### config.mk
export PLATFORM = sky130hd
export DESIGN_NAME = uart_tx_mmio
export DESIGN_NICKNAME = d
export VERILOG_FILES = /design/src/rtl/uart_tx_mmio.sv
export SDC_FILE = /design/constraint.sdc
export NUM_CORES = 1
export LEC_CHECK = 0
export CORE_ASPECT_RATIO = 1.1
export CORE_MARGIN = 2
export CORE_UTILIZATION = 50
export CTS_BUF_LIST = sky130_fd_sc_hd__clkbuf_8
export CTS_CLUSTER_SIZE = 40
export DETAILED_ROUTE_END_ITERATION = 12
export GPL_TIMING_DRIVEN = 0
export PLACE_DENSITY = 0.84
export SYNTH_ARGS = -nofsm -noshare
export SYNTH_HDL_FRONTEND = slang
export SYNTH_SLANG_ARGS = --single-unit
### constraint.sdc
create_clock -name clk -period 3.4 [get_ports clk]
set_clock_uncertainty 0.05 [all_clocks]
set_input_delay 0.68 -clock clk [delete_from_list [all_inputs] [get_ports clk]]
set_output_delay 0.68 -clock clk [all_outputs]
set_load 0.01 [all_outputs]
### src/rtl/uart_tx_mmio.sv
`default_nettype none
// ---------------------------------------------------------------------------
// uart_tx_mmio : bus-mapped 8N1 UART transmitter with a TX FIFO and status reg
// Revision 1.0
// ---------------------------------------------------------------------------
module uart_tx_mmio #(
   parameter logic [31:0] BASE_ADDR    = 32'h0080_0000,
   parameter int          CLKS_PER_BIT = 16,
   parameter int          FIFO_DEPTH   = 8
) (
   input  logic        clk,
   input  logic        rst,
   input  logic [31:0] addr,
   input  logic [31:0] wdata,
   input  logic [3:0]  byteenable,
   input  logic        w_en,
   input  logic        r_en,
   output logic [31:0] rdata,
   output logic        uart_txd,
   output logic        tx_busy
);

   localparam int              AW        = $clog2(FIFO_DEPTH);
   localparam int              CW        = AW + 1;
   localparam int              BW        = $clog2(CLKS_PER_BIT);
   localparam logic [BW-1:0]   BAUD_LAST = BW'(CLKS_PER_BIT - 1);
   localparam logic [CW-1:0]   DEPTH_C   = CW'(FIFO_DEPTH);
   localparam logic [31:0]     STAT_ADDR = BASE_ADDR + 32'd4;

   typedef enum logic [1:0] {S_IDLE, S_START, S_DATA, S_STOP} state_e;

   state_e          state_q, state_d;
   logic [BW-1:0]   baud_q, baud_d;
   logic [2:0]      bit_q, bit_d;
   logic [7:0]      shift_q, shift_d;
   logic            txd_q, txd_d;
   logic            busy_q, busy_d;
   logic            ovf_q, ovf_d;
   logic [31:0]     rdata_q, rdata_d;
   logic [AW-1:0]   wptr_q, rptr_q;
   logic [CW-1:0]   count_q, count_d;
   logic [7:0]      mem_q [FIFO_DEPTH];

   logic is_data, is_stat, push_req, push, pop, full, empty, baud_last;
   logic unused_bits;

   assign is_data   = (addr == BASE_ADDR);
   assign is_stat   = (addr == STAT_ADDR);
   assign push_req  = w_en & is_data & byteenable[0];
   assign full      = (count_q == DEPTH_C);
   assign empty     = (count_q == '0);
   assign baud_last = (baud_q == BAUD_LAST);
   // A pop on the same edge frees the slot, so a push into a full FIFO survives.
   assign push      = push_req & (~full | pop);
   assign unused_bits = ^{wdata[31:8], byteenable[3:1]};

   always_comb begin
      state_d = state_q;
      baud_d  = baud_q;
      bit_d   = bit_q;
      shift_d = shift_q;
      pop     = 1'b0;
      unique case (state_q)
         S_IDLE: begin
            if (!empty) begin
               pop     = 1'b1;
               shift_d = mem_q[rptr_q];
               baud_d  = '0;
               state_d = S_START;
            end
         end
         S_START: begin
            if (baud_last) begin
               baud_d  = '0;
               bit_d   = 3'd0;
               state_d = S_DATA;
            end else begin
               baud_d = baud_q + BW'(1);
            end
         end
         S_DATA: begin
            if (baud_last) begin
               baud_d  = '0;
               shift_d = {1'b0, shift_q[7:1]};
               if (bit_q == 3'd7) state_d = S_STOP;
               else               bit_d   = bit_q + 3'd1;
            end else begin
               baud_d = baud_q + BW'(1);
            end
         end
         S_STOP: begin
            if (baud_last) begin
               baud_d = '0;
               if (!empty) begin
                  pop     = 1'b1;
                  shift_d = mem_q[rptr_q];
                  state_d = S_START;
               end else begin
                  state_d = S_IDLE;
               end
            end else begin
               baud_d = baud_q + BW'(1);
            end
         end
         default: state_d = S_IDLE;
      endcase
   end

   always_comb begin
      count_d = count_q;
      case ({push, pop})
         2'b10:   count_d = count_q + CW'(1);
         2'b01:   count_d = count_q - CW'(1);
         default: count_d = count_q;
      endcase

      ovf_d = ovf_q;
      if (push_req && !push)                 ovf_d = 1'b1;
      if (w_en && is_stat && wdata[2])       ovf_d = 1'b0;

      // Output bit is derived from the upcoming state so the pin is registered.
      case (state_d)
         S_START: txd_d = 1'b0;
         S_DATA:  txd_d = shift_d[0];
         default: txd_d = 1'b1;
      endcase
      busy_d = (count_d != '0) | (state_d != S_IDLE);

      rdata_d = rdata_q;
      if (r_en) rdata_d = is_stat ? {28'b0, ovf_q, busy_q, empty, full} : 32'd0;
   end

   always_ff @(posedge clk) begin
      if (rst) begin
         state_q <= S_IDLE;
         baud_q  <= '0;
         bit_q   <= '0;
         shift_q <= '0;
         txd_q   <= 1'b1;
         busy_q  <= 1'b0;
         ovf_q   <= 1'b0;
         rdata_q <= '0;
         wptr_q  <= '0;
         rptr_q  <= '0;
         count_q <= '0;
      end else begin
         state_q <= state_d;
         baud_q  <= baud_d;
         bit_q   <= bit_d;
         shift_q <= shift_d;
         txd_q   <= txd_d;
         busy_q  <= busy_d;
         ovf_q   <= ovf_d;
         rdata_q <= rdata_d;
         count_q <= count_d;
         if (push) wptr_q <= wptr_q + AW'(1);
         if (pop)  rptr_q <= rptr_q + AW'(1);
      end
   end

   always_ff @(posedge clk) begin
      if (push) mem_q[wptr_q] <= wdata[7:0];
   end

   assign rdata    = rdata_q;
   assign uart_txd = txd_q;
   assign tx_busy  = busy_q;

endmodule
`default_nettype wire

# Word level (Yosys, flattened, before mapping)
# Memory sizes are Yosys's and may differ from the RTL's. A register that Yosys moved wholly into a read port is not among the register bits.
# Cells that the tools add are included.
# word_totals
reg_bits	62
ram_bits	64
in_bits	72
output_inout_bits	34
elab_cells	84
mem_count	1
# mem_list
memory	depth	word_bits	read_ports	rd_clocked_by_memory_dff	wr	line_no	source
mem_q	8	8	1	1	1	42	logic [7:0] mem_q [FIFO_DEPTH];
# op_classes
addsub	6
eq_ne	17
muxes	28
n_bitwise	6
n_reduce_logical	14
# ops
operator	n
32-bit by 24-bit equality test with 1-bit output (second input constant)	2
8-bit two-way mux	3
8-bit case mux with 3 select lines	1
4-bit case mux with 2 select lines	2
3-bit two-way mux	5
4-bit two-way mux	3
2-bit two-way mux	5
2-bit inequality test (second input constant)	5
3-bit by 1-bit adder with 3-bit output (second input constant)	3
4-bit by 1-bit adder with 4-bit output (second input constant)	2
2-bit equality test (second input constant)	4
4-bit equality test (second input constant)	2
2-bit case mux with 4 select lines	1
2-bit by 1-bit equality test with 1-bit output (second input constant)	3
3-bit case mux with 2 select lines	1
1-bit two-way mux	5
4-bit zero test	1
1-bit case mux with 2 select lines	2
4-bit AND reduction	1
2-bit nonzero test	2
4-bit nonzero test	1
4-bit by 1-bit subtractor with 4-bit output (second input constant)	1
1-bit bitwise AND	3
3-bit equality test (second input constant)	1
9 further kinds	12

# Longest topological paths before layout
# logic_depth
depth_word	10
ltp_mapped	13
mapped_depth_nobuf	13

# Worst setup path after synthesis
# Ideal clock, no wire load.
# synth_timing
path_kind	input to register
start	input port addr[25]
end	register busy_q (netlist: tx_busy)
setup_ns	0.137
arrival_time_ns	3.021
required_ns	3.213
setup_slack_ns	0.192
cell_stages	12
n_path_buf	0
path_cell_list	nor4b_1 > nand4_1 > nor4_1 > nand2_1 > ha_1 > xor2_1 > ha_1 > a21oi_1 > xor2_1 > nor2_1 > xnor2_1 > a41oi_1
# synth_between
elab_chain_cells	8
elab_cells_between_ends	9
classes_between	eq/ne (3); mux (1); bitwise (4); reduce/logical (1)
# synth_lines
element	line_no	source
from (decl)	13	input logic [31:0] addr,
32-bit by 24-bit equality test with 1-bit output (*)	47	assign is_data = (addr == BASE_ADDR);
1-bit bitwise AND (*) (2 in a row)	49	assign push_req = w_en & is_data & byteenable[0];
1-bit bitwise AND (*)	54	assign push = push_req & (~full | pop);
2-bit by 1-bit equality test with 1-bit output or 2-bit equality test (tied branches)	111	case ({push, pop})
4-bit case mux with 2 select lines (*)	111	
4-bit nonzero test (*)	127	busy_d = (count_d != '0) | (state_d != S_IDLE);
1-bit bitwise OR (*)	127	
to (signal assigned)	152	busy_q <= busy_d;
to (decl)	37	logic busy_q, busy_d;
# Mark *: on every way between the ends. The rest lies on a longest branch, timed or not.
# A chain may end at the register's enable or synchronous reset.

# Worst setup path in the final report
# layout_timing
start	input port addr[17]
end	memory mem_q[4][7], enable pin
# layout_between
elab_chain_cells	6
# layout_lines
element	line_no	source
32-bit by 24-bit equality test with 1-bit output	47	
1-bit bitwise AND (2 in a row)	49	
1-bit bitwise AND	54	
1-bit two-way mux	162	if (push) mem_q[wptr_q] <= wdata[7:0];
1-bit two-way mux (not written as such)	162	
to (decl)	42	
# Every way passes these cells.

==> impl_metrics.toml <==
[run_status]
status = "complete, no violations"

[placement]
dp_hpwl_mm = 6.585
place_congestion = 0.7824
place_area_um2 = 5363
io_buffers = 50
place_inst = 555
dpl_worst_slack_ns = -0.9227

[worst_setup_path]
r2r_end = "tx_busy"
critical_path_class = "primary input to register"
crit_family = "simple AND/OR/NAND/NOR gates"
arrival_ns = 3.34
ff2ff_path_depth = 10
cp-end-kind = "register"
crit_required_ns = 3.35
worst-path-stages = 6
cp_slowest_stage_delay_ns = 0.65
reg2reg_slack_ns = 0.28
crit_path_top_delay_cell = "nor2_1"
critPathBufInv = 1
worstPathMaxFanout = 8
cp-start-kind = "primary input"
path_cells = "clkdlybuf4s50_1 -> nor4_1 -> nand4_1 -> or4_4 -> or3_4 -> nor2_1"
worstReg2RegStart = "state_q[0]"

[clock_tree]
clk_pin_slew_worst_paths_ns = 0.10
clk_latency_ns = 0.38
clockBufferDepth = 2
cts_buffers = 9
cts_tree = "built"
h-tree-depth = 3
ctsRootBufferMaster = "clkbuf_8"
cts_hold_buf = 0
cts_sinks = 101

[drt]
dr_total_vias = 3078
drtIter0Drc = 141
wire_per_inst_um = 16.14
drcViolationCount = 0
antenna_left = 0
postRouteWirelength_mm = 9.249
viasPerCell = 5.372
first_pass_iters = 4

[timing]
fin_ws_ns = 0.01567
slew_violations = 0
rsz0062_at_grt = "yes"
period_share = 0.9954
hold_viol = 0
max_freq_mhz = 295.5
totalNegativeSetupSlack_ns = 0
setup_viol = 0
tightest_slew_ns = 0.8826
max-slew-margin-rel = 0.4094
period_needed_ns = 3.384

[global_routing]
use_met1 = 0.2356
busiest_layer = "met2"
overflow = 0
antenna_found_initial = 0
grt_pass1_wl_mm = 14.77
use_met2 = 0.3267
track_usage = 0.1930
grt_start_max_net_pins = 20
grt_pass1_vias = 3067
grt_use_met3 = 0.04254

[die]
start_util = 0.5178
fp.coreArea_um2 = 8919
io_pins = 106
row_count = 36
die_h_um = 104.8
die_w_um = 95.64
floorplan.die_area_um2 = 10020

[power_and_ir_drop]
p_per_area_nw_per_um2 = 385.7
ir_drop_v = 0.0003350
p_total_uw = 2160
leakagePower_uw = 0.002007

[finish]
drive_gt1_frac = 0.1721
final_cell_mix = "64 x edfxtp_1, 50 x clkdlybuf4s50_1, 37 x dfxtp_1"
final_common_cell = "edfxtp_1"
diodes = 0
fin_nets = 539
final_area_um2 = 5599
n_fill_cell = 666
fin_cells = 573
area_growth_pct = 21.24

[synthesis]
async_flop_share = 0
synth_edf_count = 64
yosysTopAreaCell = "edfxtp_1"
ys_warn_count = 0
synth_area_um2 = 4618
syn_avg_cell_area_um2 = 12.69
synth-seq-area-share = 0.5765
synth_top_area_frac = 0.4161
synth_cells = 364
synth.area.top_cells = "edfxtp_1 42%, dfxtp_1 16%, mux4_2 7.3%"
yosysUniqueCellTypes = 55
ys.flop_type = "edfxtp_1"
ys_seq_elements = 101

[worst_hold_path]
min_from = "bit_q[1]"
hold_end = "bit_q[1]"
hold_class = "register to register"
hold_depth = 2

[job]
cap_violations = 0
-- tightest hold or removal path, stage by stage, from the launching register on --
cell	delay, ns
dfxtp_1	0.33
nand2_1	0.05
a21oi_1	0.05
-- layout make-up --
cell class	instances	area, um2	area share
Buffer	45	279.0	0.04983
Clock buffer	9	123.9	0.02212
Clock inverter	7	66.31	0.01184
Inverter	5	18.77	0.003352
Multi-Input combinational cell	240	1790	0.3198
Sequential cell	101	2663	0.4755
Tap cell	114	142.6	0.02547
Timing Repair Buffer	52	515.5	0.09207
-- worst max path at each step --
stage,from,endpoint,slack [ns]
floorplan,addr[25],tx_busy,0.19
global placement,addr[17],mem_q[1][3],-0.77
detailed placement,addr[17],mem_q[1][3],-0.92
CTS,addr[17],mem_q[2][7],0.01
global route,addr[21],mem_q[4][7],-0.05
finish,addr[17],mem_q[4][7],0.02
-- registers in the layout, summed over array words and instances, names as in the netlist, named ones only --
name,count
mem_q,64
wptr_q,3
tx_busy,1
count_q,4
rdata,4
rptr_q,3
bit_q,3
baud_q,4
state_q,2
shift_q,8
uart_txd,1
ovf_q,1
-- where the power goes --
group | switching (uW) | internal, uW | total [uW]
registers | 0.000000501 | 1300 | 1300
logic | 48.8 | 68.6 | 117
clock network | 458 | 285 | 743
-- repair_timing --
action	4_1_cts	5_1_grt
pin swaps	2	2
endpoints found under the setup margin	35	33
buffers inserted	1	1
gates resized for setup	3	3
-- layer usage --
| layer | part of all wire | vias up |
|---|---|---|
| met2 | 0.53 | 77 |
| met3 | 0.037 | 16 |
| met5 | 0 | - |
| met1 | 0.41 | 1491 |
| met4 | 0.020 | 0 |
| li1 | - | 1494 |
-- cell families after synthesis --
family,count (synthesis),share of synthesized area
DFF,101,0.5765
buffers and inverters,50,0.06448
xor gates and xnor gates,7,0.01328
adders and majority gates,13,0.03522
other,1,0.0008120
muxes,26,0.09753
AOI/OAI and AO/OA,60,0.08562
and+or+nand+nor,106,0.1265
-- Yosys cell counts, types with 2 or more instances --
| library cell | number |
|---|---|
| inv_1 | 5 |
| and3_1 | 3 |
| nand4_1 | 5 |
| a21oi_1 | 16 |
| o21ai_0 | 15 |
| clkbuf_1 | 12 |
| o211a_1 | 2 |
| a211oi_1 | 2 |
| nand2b_1 | 4 |
| nor3b_1 | 2 |
| a41oi_1 | 2 |
| a22o_1 | 6 |
| edfxtp_1 | 64 |
| nor3_1 | 7 |
| nor4_1 | 8 |
| o211ai_1 | 2 |
| nand2_1 | 15 |
| nor2b_1 | 7 |
| a22oi_1 | 3 |
| o22ai_1 | 2 |
| buf_2 | 4 |
| mux4_2 | 15 |
| nand3_1 | 5 |
| nor2_1 | 35 |
| ha_1 | 13 |
| nor4_2 | 4 |
| a221o_1 | 2 |
| mux2i_1 | 9 |
| dfxtp_1 | 37 |
| xnor2_1 | 3 |
| buf_4 | 28 |
| xor2_1 | 4 |
-- stage by stage --
| stage | hold WS (ns) | util |
|---|---|---|
| global route | 0.4737 | 0.6278 |
| floorplan | 0.3856 | - |
| CTS | 0.4173 | 0.6257 |
| finish | 0.4193 | 0.6278 |
| global placement | 0.3952 | 0.6013 |
| detailed placement | 0.4033 | 0.6013 |
Note: power is estimated with default switching activity, not from simulation.
==> edit 1, RTL diff (same settings) <==
Take the reset off `shift_q` and `rdata_q` and load them in a clocked block of their own.
--- a/src/rtl/uart_tx_mmio.sv
+++ b/src/rtl/uart_tx_mmio.sv
@@ -135,11 +135,9 @@
          state_q <= S_IDLE;
          baud_q  <= '0;
          bit_q   <= '0;
-         shift_q <= '0;
          txd_q   <= 1'b1;
          busy_q  <= 1'b0;
          ovf_q   <= 1'b0;
-         rdata_q <= '0;
          wptr_q  <= '0;
          rptr_q  <= '0;
          count_q <= '0;
@@ -147,15 +145,18 @@
          state_q <= state_d;
          baud_q  <= baud_d;
          bit_q   <= bit_d;
-         shift_q <= shift_d;
          txd_q   <= txd_d;
          busy_q  <= busy_d;
          ovf_q   <= ovf_d;
-         rdata_q <= rdata_d;
          count_q <= count_d;
          if (push) wptr_q <= wptr_q + AW'(1);
          if (pop)  rptr_q <= rptr_q + AW'(1);
       end
+   end
+
+   always_ff @(posedge clk) begin
+      shift_q <= shift_d;
+      rdata_q <= rdata_d;
    end
 
    always_ff @(posedge clk) begin
Formal check against the unedited RTL: not equivalent (Yosys sat finds a counterexample within 4 cycles, from zero or initial values and one cycle with rst high).
==> edit 1 against the original RTL <==
Cell area about the same. Routed wire length down 3.0%. Synthesized area up 0.43%. Setup slack better by 0.0043 ns. Global-route usage down 0.18 points. Sequential cell count unchanged. Highest routed layer unchanged.
Power is not compared: it rests on default switching activity, and its combinational part moved more than twofold at a synthesized area within 25%.
==> edit 1: results (changes against the original RTL) <==
| Metric | Value |
|---|---|
| R2r worst-path depth | `12 (+2)` |
| Worst Setup SP | `addr[1]` |
| Static Leak | `2.027 nW` |
| Min-delay src | `rptr_q[1]$_SDFFE_PP0N_` |
| First-pass GRT wire length | `14680 µm (-0.65%)` |
| Seq/Total Area, Yosys | `0.5978 (+0.02125)` |
| RD Place Congestion | `0.7428 (-5.1%)` |
| Clock-cell share | `0.03333 (-0.0006406)` |
| Final net count | `517 (-4.1%)` |
| Non-clk invs | `9 (+4)` |
| Post-Synth XOR/XNOR Area | `0.01133 (-0.001946)` |
| Post-synthesis mux area share | `0.1036 (+0.006053)` |
| Synth Instances | `344 (-5.5%)` |
| CP endpoint | `mem_q[2][3]$_DFFE_PP_` |
| Relative slew margins | `0.4310 (+0.02163)` |
| Fillers | `690 (+3.6%)` |
| Arr. time, crit path | `3.33 ns (about the same)` |
| Top post-synthesis cells by area | `edfxtp_1 49%, dfxtp_1 11%, mux4_2 7.8%` |
| Die Wd | `95.83 µm (+0.20%)` |
| Fraction of layout cells with a size suffix above 1 | `0.2014 (+0.02926)` |
| Total track usage | `0.1912 (-0.001826)` |
| Synth cell count leaders | `75 x edfxtp_1, 41 x nor2_1, 28 x buf_4` |
| Number of setup buffers added after CTS | `0 (-1)` |
| Synth Area in Compound Gates | `0.06744 (-0.01817)` |
| Placed cell area | `5383 µm² (+0.37%)` |
| Final period utilization | `0.9941 (-0.001257)` |
| Number of enable flip-flop cells after synthesis | `75 (+17%)` |
| Worst slack, placed | `-0.8242 ns (+0.09849 ns)` |
| Status | `finished, final reports clean` |
| Post-DR wirelength/cell | `16.28 µm (+0.86%)` |
| Synth unique cells | `53 (-3.6%)` |
| Vias in the first global route | `3044 (-0.75%)` |
| HPWL Detailed | `6477 µm (-1.6%)` |
| Dpl cells | `535 (-3.6%)` |
| Critical path's largest stage delay | `0.68 ns (+0.03 ns)` |
| Multi-input combinational cell count | `221 (-7.9%)` |
| Fraction of area in multi-input gates | `0.3006 (-0.01917)` |
| Routed Wire Length | `8970 µm (-3.0%)` |
| Drt pass-1 iters | `5 (+1)` |
| Register share of the cell area | `0.4956 (+0.02011)` |
| Buffering overhead | `0.1389 (-0.003004)` |
| Iter 0 DRT Violations | `171 (+21%)` |
| Max stage delay cell, worst path | `nor2_1` |
| DR vias/cell | `5.416 (+0.82%)` |
| P_seq | `1.51 mW` |
| Synth top area share | `0.4856 (+0.06942)` |
| Signal buffers | `90 (-7.2%)` |
| Storage cell area | `2773 µm² (+4.1%)` |
| Post-synthesis adder-cell area fraction | `0.03669 (+0.001467)` |
-- edit 1: cell types whose count changed in the layout (fill, tap and decap cells not counted), sizes merged, moves of 6 or more --
cell,before,now
nor2,35,41
dfxtp,37,26
nor2b,7,0
edfxtp,64,75
a22o,6,0
-- edit 1: repair_timing --
action | in CTS | in global routing
endpoints found under the setup margin | 32 | 58
gates resized for setup | 2 | 5
endpoints found under the hold margin | 0 | 0
hold buffers | 0 | 0
-- edit 1: worst min path at each step --
stage | end | cells past startpoint | slack, ns
CTS | rptr_q[1]$_SDFFE_PP0N_ | 2 | 0.44
global placement | rptr_q[1]$_SDFFE_PP0N_ | 2 | 0.41
finish | rptr_q[1]$_SDFFE_PP0N_ | 2 | 0.44
detailed placement | rptr_q[1]$_SDFFE_PP0N_ | 2 | 0.42
floorplan | flop | 2 | 0.40
global route | rptr_q[1]$_SDFFE_PP0N_ | 2 | 0.46
-- edit 1: routing by layer --
layer,track usage,vias up,share of wire
met3,0.04254,22,0.054
li1,-,1418,-
met4,0.05918,0,0.023
met5,0,-,0
met1,0.2386,1440,0.39
met2,0.3277,104,0.54
-- edit 1: worst reg2reg max path: stages (launching register included) --
cell and delay (ns):
dfxtp_1 0.44, ha_1 0.29, a41oi_1 0.34, nor3_4 0.49, nand2_1 0.18, inv_1 0.12
ha_1 0.23, a21o_1 0.17, a21oi_2 0.17, and3_2 0.21, o21ai_1 0.07, o31ai_1 0.11
a31oi_1 0.13
-- edit 1: kinds of logic after synthesis --
logic type,after synthesis
simple gates,103
flops,101
buf+inv,49
compound gates,45
mux,26
fa+ha+maj,13
xor+xnor,6
other cells,1
==> edit 2, RTL diff (same flow settings) <==
Made on the original files. The parameter `CLKS_PER_BIT` goes from 16 to 8.
--- a/src/rtl/uart_tx_mmio.sv
+++ b/src/rtl/uart_tx_mmio.sv
@@ -5,7 +5,7 @@
 // ---------------------------------------------------------------------------
 module uart_tx_mmio #(
    parameter logic [31:0] BASE_ADDR    = 32'h0080_0000,
-   parameter int          CLKS_PER_BIT = 16,
+   parameter int          CLKS_PER_BIT = 8,
    parameter int          FIFO_DEPTH   = 8
 ) (
    input  logic        clk,
Formal check against the unedited RTL: no difference found for any inputs over 10 cycles, from zero or initial values and one cycle with rst high; that may be too few to reach the edited logic, so the function may still have changed.
==> edit 2 against the original RTL <==
Synthesized cell count decreased by 5.5%. First-iteration DRC count grew 5.7%. Sequential cell count shrank 1. Routed wire length decreased by 3.2%. Synthesized area down 0.95%. Cell area rose by 0.58%. Setup slack better by 0.13 ns. Power rose by 3.2%. Critical path type unchanged.
==> edit 2: results (changes against the original RTL) <==
| Metric | Value |
|---|---|
| VDD IR max | `0.3151 mV (-6.0%)` |
| Static Leak | `2.039 nW (+1.6%)` |
| Arr. time, crit path | `3.43 ns (+0.09 ns)` |
| Max stage delay cell, worst path | `clkdlybuf4s50_1` |
| Critical path's largest stage delay | `0.44 ns (-0.21 ns)` |
| Placed cell area | `5324 µm² (-0.72%)` |
| Cell-internal power | `1.776 mW (+7.4%)` |
| Core Area | `8874 µm² (-0.51%)` |
| Top post-synthesis cells by area | `edfxtp_1 42%, dfxtp_1 16%, mux4_2 7.9%` |
| Status | `finished, final reports clean` |
| Clock-cell share | `0.03932 (+0.005358)` |
| Dpl cells | `535 (-3.6%)` |
| Final net count | `523 (-3.0%)` |
| Fraction of layout cells with a size suffix above 1 | `0.2081 (+0.03603)` |
| Fraction of area in multi-input gates | `0.3133 (-0.006514)` |
| Routed Wire Length | `8953 µm (-3.2%)` |
| First-pass GRT wire length | `14290 µm (-3.3%)` |
| Worst-Skew Late Latency | `0.35 ns (-0.03 ns)` |
| RD Place Congestion | `0.8003 (+2.3%)` |
| FF+latch count, synth | `100 (-0.99%)` |
| Flop pwr share | `0.577 (-0.025)` |
| Multi-input combinational cell count | `219 (-8.8%)` |
| Relative slew margins | `0.3652 (-0.04427)` |
| Post-CTS Resized | `0 (-3)` |
| Final Non-Filler Cells | `556 (-3.0%)` |
| DR vias/cell | `5.433 (+1.1%)` |
| Fillers | `623 (-6.5%)` |
| Synth cell count leaders | `64 x edfxtp_1, 38 x nor2_1, 36 x dfxtp_1` |
==> edit 2: cell count changes after synthesis, moves of 3 or more <==
| cell | delta |
|---|---|
| o21ai_0 | -13 |
| a221o_1 | +3 |
| a21oi_1 | -9 |
| a22oi_1 | +4 |
| nor2_1 | +3 |
| nand4_1 | -3 |
| nor3_1 | +3 |
| nand2_1 | -5 |
| nor4_2 | -3 |
| and3_1 | -3 |
| clkbuf_1 | -7 |
| inv_1 | +5 |
| a22o_1 | -4 |
==> edit 2: metal layers <==
metal / global-route usage / part of all wire
met1: 0.2343 / 0.40
met2: 0.3194 / 0.52
met3: 0.03188 / 0.061
met4: 0.07557 / 0.020
met5: 0 / 0
==> edit 2: kinds of logic after synthesis <==
logic type	count (synthesis)	share of synthesized area
adder cells (fa/ha/maj)	14	0.03829
AND/OR/NAND/NOR	96	0.1132
XOR/XNOR	8	0.01532
multiplexers	29	0.1080
other	1	0.0008198
flip-flops	100	0.5777
buffers and inverters	52	0.07030
AO/OA/AOI/OAI	44	0.07632
==> edit 2: worst reg2reg max path, stage by stage, from the launching register on <==
cell and delay (ns):
dfxtp_1 0.32, buf_2 0.17, nor4_2 0.80, nor3_2 0.24, ha_1 0.33, nor4bb_1 0.18
a2111oi_1 0.38, nor3_1 0.12, xnor2_1 0.25, a41oi_2 0.17
==> edit 2: final timing paths <==
path | end | slack (ns) | startpoint | depth (start not counted)
max | tx_busy$_SDFF_PP0_ | 0.14 | addr[9] | 11
min | shift_q[6]$_SDFFE_PP0P_ | 0.44 | shift_q[7]$_SDFFE_PP0P_ | 2
max reg2reg | tx_busy$_SDFF_PP0_ | 0.26 | count_q[0]$_SDFF_PP0_ | 9
min reg2reg | shift_q[6]$_SDFFE_PP0P_ | 0.44 | shift_q[7]$_SDFFE_PP0P_ | 2
